## src/rtl/fifo_merge_reader_pkg.sv

```systemverilog
// Shared types for the two-run merge reader: FSM state encoding and run-length width.
// Latency: none (declarations only).
// Backpressure: n/a.
package fifo_merge_reader_pkg;

    typedef enum logic [2:0] {
        ST_IDLE    = 3'd0,
        ST_MERGE   = 3'd1,
        ST_DRAIN_A = 3'd2,
        ST_DRAIN_B = 3'd3,
        ST_DONE    = 3'd4
    } merge_state_e;

    // A run may hold the full 2**LOG2_DEPTH entries, so one extra bit is needed.
    function automatic int run_len_w(input int log2_depth);
        return log2_depth + 1;
    endfunction

endpackage

```

## src/rtl/fifo_merge_reader_merge_select.sv

```systemverilog
// Combinational compare and pop-select between the two upstream FIFO heads.
// Latency: 0 cycles (pure combinational).
// Backpressure: no pop while out_full is high or the chosen side is empty or exhausted.
module merge_select
    import fifo_merge_reader_pkg::*;
#(
    parameter int DATA_WIDTH = 32
) (
    input  merge_state_e            i_state,
    input  logic [DATA_WIDTH-1:0]   i_a_dcmp,
    input  logic                    i_a_empty,
    input  logic                    i_a_rem_nz,
    input  logic [DATA_WIDTH-1:0]   i_b_dcmp,
    input  logic                    i_b_empty,
    input  logic                    i_b_rem_nz,
    input  logic                    i_out_full,
    output logic                    o_a_pop,
    output logic                    o_b_pop
);

    logic w_a_ok;
    logic w_b_ok;
    logic w_a_le_b;

    assign w_a_ok   = ~i_a_empty & i_a_rem_nz;
    assign w_b_ok   = ~i_b_empty & i_b_rem_nz;
    // Ties go to A so equal keys keep their A-before-B order.
    assign w_a_le_b = (i_a_dcmp <= i_b_dcmp);

    always_comb begin
        o_a_pop = 1'b0;
        o_b_pop = 1'b0;
        if (!i_out_full) begin
            case (i_state)
                ST_MERGE: begin
                    if (w_a_ok && w_b_ok) begin
                        o_a_pop = w_a_le_b;
                        o_b_pop = ~w_a_le_b;
                    end
                end
                ST_DRAIN_A: o_a_pop = w_a_ok;
                ST_DRAIN_B: o_b_pop = w_b_ok;
                default: ;
            endcase
        end
    end

endmodule

```

## src/rtl/fifo_merge_reader.sv

```systemverilog
// Merges two sorted runs of run_len elements from FIFOs A and B into one sorted output stream.
// Latency: out_wr_en/out_data one cycle after the pop; done one cycle after the last write.
// Backpressure: out_full or an empty source stalls the select; no pop is issued while stalled.
module fifo_merge_reader
    import fifo_merge_reader_pkg::*;
#(
    parameter int DATA_WIDTH = 32,
    parameter int LOG2_DEPTH = 16,
    localparam int RL_W      = run_len_w(LOG2_DEPTH)
) (
    input  logic                    clk,
    input  logic                    reset,
    input  logic                    start,
    input  logic [RL_W-1:0]         run_len,
    input  logic [DATA_WIDTH-1:0]   a_dcmp,
    input  logic                    a_empty,
    output logic                    a_rd_en,
    input  logic [DATA_WIDTH-1:0]   b_dcmp,
    input  logic                    b_empty,
    output logic                    b_rd_en,
    input  logic                    out_full,
    output logic                    out_wr_en,
    output logic [DATA_WIDTH-1:0]   out_data,
    output logic                    busy,
    output logic                    done
);

    localparam logic [RL_W-1:0] REM_ONE = RL_W'(1);

    merge_state_e            r_state;
    merge_state_e            w_state_nxt;
    logic [RL_W-1:0]         r_a_rem;
    logic [RL_W-1:0]         r_b_rem;
    logic [RL_W-1:0]         w_a_rem_nxt;
    logic [RL_W-1:0]         w_b_rem_nxt;
    logic                    r_out_wr_en;
    logic [DATA_WIDTH-1:0]   r_out_data;
    logic                    r_done;
    logic                    w_a_pop;
    logic                    w_b_pop;
    logic                    w_a_rem_nz;
    logic                    w_b_rem_nz;

    assign w_a_rem_nz = (r_a_rem != '0);
    assign w_b_rem_nz = (r_b_rem != '0);

    merge_select #(
        .DATA_WIDTH (DATA_WIDTH)
    ) u_merge_select (
        .i_state    (r_state),
        .i_a_dcmp   (a_dcmp),
        .i_a_empty  (a_empty),
        .i_a_rem_nz (w_a_rem_nz),
        .i_b_dcmp   (b_dcmp),
        .i_b_empty  (b_empty),
        .i_b_rem_nz (w_b_rem_nz),
        .i_out_full (out_full),
        .o_a_pop    (w_a_pop),
        .o_b_pop    (w_b_pop)
    );

    always_comb begin
        w_state_nxt = r_state;
        w_a_rem_nxt = r_a_rem;
        w_b_rem_nxt = r_b_rem;
        case (r_state)
            ST_IDLE: begin
                if (start) begin
                    w_a_rem_nxt = run_len;
                    w_b_rem_nxt = run_len;
                    w_state_nxt = (run_len == '0) ? ST_DONE : ST_MERGE;
                end
            end
            ST_MERGE: begin
                if (w_a_pop) begin
                    w_a_rem_nxt = r_a_rem - REM_ONE;
                    if (r_a_rem == REM_ONE) begin
                        w_state_nxt = w_b_rem_nz ? ST_DRAIN_B : ST_DONE;
                    end
                end else if (w_b_pop) begin
                    w_b_rem_nxt = r_b_rem - REM_ONE;
                    if (r_b_rem == REM_ONE) begin
                        w_state_nxt = w_a_rem_nz ? ST_DRAIN_A : ST_DONE;
                    end
                end
            end
            ST_DRAIN_A: begin
                if (w_a_pop) begin
                    w_a_rem_nxt = r_a_rem - REM_ONE;
                    if (r_a_rem == REM_ONE) w_state_nxt = ST_DONE;
                end
            end
            ST_DRAIN_B: begin
                if (w_b_pop) begin
                    w_b_rem_nxt = r_b_rem - REM_ONE;
                    if (r_b_rem == REM_ONE) w_state_nxt = ST_DONE;
                end
            end
            ST_DONE:  w_state_nxt = ST_IDLE;
            default:  w_state_nxt = ST_IDLE;
        endcase
    end

    always_ff @(posedge clk or negedge reset) begin
        if (!reset) begin
            r_state     <= ST_IDLE;
            r_a_rem     <= '0;
            r_b_rem     <= '0;
            r_out_wr_en <= 1'b0;
            r_out_data  <= '0;
            r_done      <= 1'b0;
        end else begin
            r_state     <= w_state_nxt;
            r_a_rem     <= w_a_rem_nxt;
            r_b_rem     <= w_b_rem_nxt;
            r_out_wr_en <= w_a_pop | w_b_pop;
            if (w_a_pop) begin
                r_out_data <= a_dcmp;
            end else if (w_b_pop) begin
                r_out_data <= b_dcmp;
            end
            r_done      <= (r_state == ST_DONE);
        end
    end

    assign a_rd_en   = w_a_pop;
    assign b_rd_en   = w_b_pop;
    assign out_wr_en = r_out_wr_en;
    assign out_data  = r_out_data;
    assign done      = r_done;
    assign busy      = (r_state != ST_IDLE);

endmodule

```

## config.mk

```make
export PLATFORM = sky130hd
export DESIGN_NAME = fifo_merge_reader
export DESIGN_NICKNAME = d
export VERILOG_FILES = /design/src/rtl/fifo_merge_reader_pkg.sv /design/src/rtl/fifo_merge_reader_merge_select.sv /design/src/rtl/fifo_merge_reader.sv
export SDC_FILE = /design/constraint.sdc
export NUM_CORES = 1
export LEC_CHECK = 0
export ABC_CLOCK_PERIOD_IN_PS = 5030
export CORE_MARGIN = 4
export CORE_UTILIZATION = 40
export CTS_CLUSTER_SIZE = 28
export DETAILED_ROUTE_END_ITERATION = 10
export PLACE_DENSITY = 0.71
export SETUP_SLACK_MARGIN = 0.05
export SLEW_MARGIN = 20
export SYNTH_ARGS = -nofsm -noshare
export SYNTH_HDL_FRONTEND = slang
export SYNTH_SLANG_ARGS = --single-unit
```

## constraint.sdc

```tcl
create_clock -name clk -period 5.03 [get_ports clk]
set_input_delay 1.006 -clock clk [delete_from_list [all_inputs] [get_ports clk]]
set_output_delay 1.006 -clock clk [all_outputs]
set_load 0.01 [all_outputs]
```

==> results_dict.tcl <==
set metrics [dict create \
    crit_top_cell "clkdlybuf4s50_1" \
    nets 821 \
    vias 5116 \
    worst-path-max-fanout 3 \
    insertion_delay_ns 0.34 \
    critPathKind "input port to output pin" \
    ys_top_cells_by_count "dfrtp_1, nor2_1, inv_1, nand2_1, ha_1" \
    fmax_mhz 220.2 \
    avgSynthCellArea_um2 8.776 \
    rsz0062_at_grt "false" \
    drc 0 \
    worst-path-buf-inv 4 \
    yosysTopAreaCell "dfrtp_1" \
    cp_top_family "buffers and inverters" \
    place_area_um2 6474 \
    yosysSeqAreaShare 0.3491 \
    coreArea_um2 12210 \
    async_reset_ff_frac 1.000 \
    holdWs_ns 0.5165 \
    end_kind "output pin" \
    yosysMostFrequentCell "dfrtp_1" \
    die_height_um 120.8 \
    grt_overflow_total 0 \
    grt_antenna_before_repair 0 \
    vias_per_cell 5.880 \
    wl_per_cell_um 18.53 \
    synth_edf_count 0 \
    grt_usage 0.2234 \
    io-pin-count 124 \
    setup_viol_count_final 0 \
    p_leak_nw 3.107 \
    critPathArrivalTime_ns 3.53 \
    htreeDepth 3 \
    die-area_um2 14590 \
    finalWorstSetupSlack_ns 0.4891 \
    ant_nets 0 \
    dp_cells 855 \
    synthDistinctLibCells 67 \
    ys.flop_type "dfrtp_1" \
    cts_root_buf "clkbuf_16" \
    grt_pass1_wl_um 26230 \
    cp-start-kind "input port" \
    die_width_um 120.8 \
    gp_congestion 0.9124 \
    vdd_drop_max_v 0.0002594 \
    cts.clk_slew.worst_paths_ns 0.05 \
    ys.warnings.count 0 \
    stdcell_area_um2 6754 \
    synth_nets 703 \
    internal-power_mw 1.476 \
    cts_made_buffers 9 \
    pwr-share-seq 0.378 \
    finalClockSkew_ns 0.005058 \
    holdBufCountCts 0 \
    cts_tree "yes" \
    finalCritPeriodShare 0.9028 \
    final_core_util 0.5531 \
    port-buffer-count 123 \
    preCtsSetupSlack_ns 0.1524 \
    slowest_delay_ns 0.57 \
    postSynthCellCount 580 \
    first_global_vias 5328 \
    hold_viol 0 \
    worstPathRequired_ns 4.02 \
    cts_buffer_depth 2 \
    swShare 0.3237 \
    rows 40 \
    p_per_area_nw_per_um2 323.1 \
    initialDrtViolationCount 381 \
    drtPass1Iterations 5 \
    holdCritPathClass "flip-flop to flip-flop" \
    p_comb_frac 0.342 \
    syn_to_final_growth_pct 32.69 \
    power.switching_mw 0.7065 \
    crit_chain "clkdlybuf4s50_1, inv_1, ha_1, nand4_1, or4_4, nand3b_4, o2111ai_2, nand2_4, inv_4, clkdlybuf4s50_1" \
    fillers 1110 \
    maxSlewViolCount 0 \
    slowest_stage "or4_4" \
    maxCapViolCount 0 \
    tns_ns 0 \
    worstMarginPinSlew_ns 0.8122 \
    netlist_area_um2 5090 \
    drive_above_1_share 0.07835 \
    synth_area_leaders "dfrtp_1, ha_1, a221o_1" \
    final_cells 870 \
    cts.sinks 71 \
    post_cts_buffers 0 \
    initial_core_util 0.4168 \
    n_antenna_cell 0 \
    ctsResizeCount 0 \
    period_needed_ns 4.541 \
    wl_um 16120 \
    slew_headroom 0.4566 \
    dp_hpwl_um 11760 \
    ys_ff_latch 71 \
    synth_top_area_share 0.3491 \
    grt_start_max_net_pins 42 \
    outcome "complete, no violations" \
    finalPower_mw 2.182 \
    clock_power_share 0.280 \
]
-- power by group through the flow --
stage / sequential (mW) / combinational, mW / clock [mW]
final: 0.825 / 0.747 / 0.611
after global routing: 0.839 / 0.817 / 0.645
after CTS: 0.822 / 0.749 / 0.624
after detailed placement: 0.823 / 0.747 / 0
after global placement: 0.825 / 0.730 / 0
after floorplan: 0.833 / 0.381 / 0
-- state kept, by name (all words and copies together) (netlist names) --
name and cells:
r_state 3, out_data 32, out_wr_en 1, r_b_rem 17, r_a_rem 17, done 1
-- layout by cell type, fill, tap and decap left out, drive strengths merged, types with 2 or more instances in the layout --
cell	instances
inv	55
dfrtp	71
a211oi	15
nand3b	2
clkdlybuf4s50	121
nand3	13
o311ai	2
nand2	41
nor2	60
a311oi	3
nor4	22
o22ai	10
nand2b	4
a221oi	5
ha	36
or3	3
mux2i	3
and3	35
o31ai	12
o21ai	13
nand4	11
a31oi	3
o22a	3
o32ai	3
a22oi	2
o211ai	3
nor3	17
or2	8
a221o	32
buf	14
o311a	2
o31a	2
o21a	2
clkbuf	15
nor4b	2
nor3b	5
or4	2
a21oi	36
-- logic make-up (layout without fill, tap and decap cells) --
family,Yosys count,after routing,synth area share
adder cells (fa/ha/maj),36,36,0.08850
flip-flops,71,71,0.3491
AO/OA/AOI/OAI,155,155,0.2326
XOR/XNOR,1,1,0.001721
multiplexers,3,3,0.005900
buffers and inverters,85,207,0.07227
AND/OR/NAND/NOR,229,229,0.2500
-- metal layers --
layer	routed length, um	share of wire	vias to the layer above	global-route usage
li1	-	-	2425	-
met1	6771	0.42	2460	0.2741
met2	7762	0.48	210	0.3654
met3	1302	0.081	21	0.07484
met4	283	0.018	0	0.08144
met5	0	0	-	0
-- layout make-up --
| cell class | instances | area (um2) | share of cell area |
|---|---|---|---|
| clock buffers | 15 | 277.8 | 0.04113 |
| inverters | 56 | 212.7 | 0.03149 |
| multi-input cells | 424 | 2950 | 0.4368 |
| flip-flops and latches | 71 | 1777 | 0.2631 |
| well taps | 168 | 210.2 | 0.03112 |
| repair buffers | 136 | 1326 | 0.1964 |
-- path summary, 6_finish.rpt --
check | start | to | slack [ns] | depth (start not counted)
setup / recovery | b_dcmp[15] | a_rd_en | 0.49 | 10
setup reg to reg | r_state[0] | r_b_rem[0] | 1.79 | 6
hold reg to reg | out_data[18] | out_data[18] | 0.52 | 1
min in group asynchronous | reset | r_b_rem[12] | 0.72 | 1
hold / removal | out_data[18] | out_data[18] | 0.52 | 1
max in group asynchronous | reset | out_data[19] | 3.27 | 2
No activity file was read; power rests on OpenSTA's default activity.
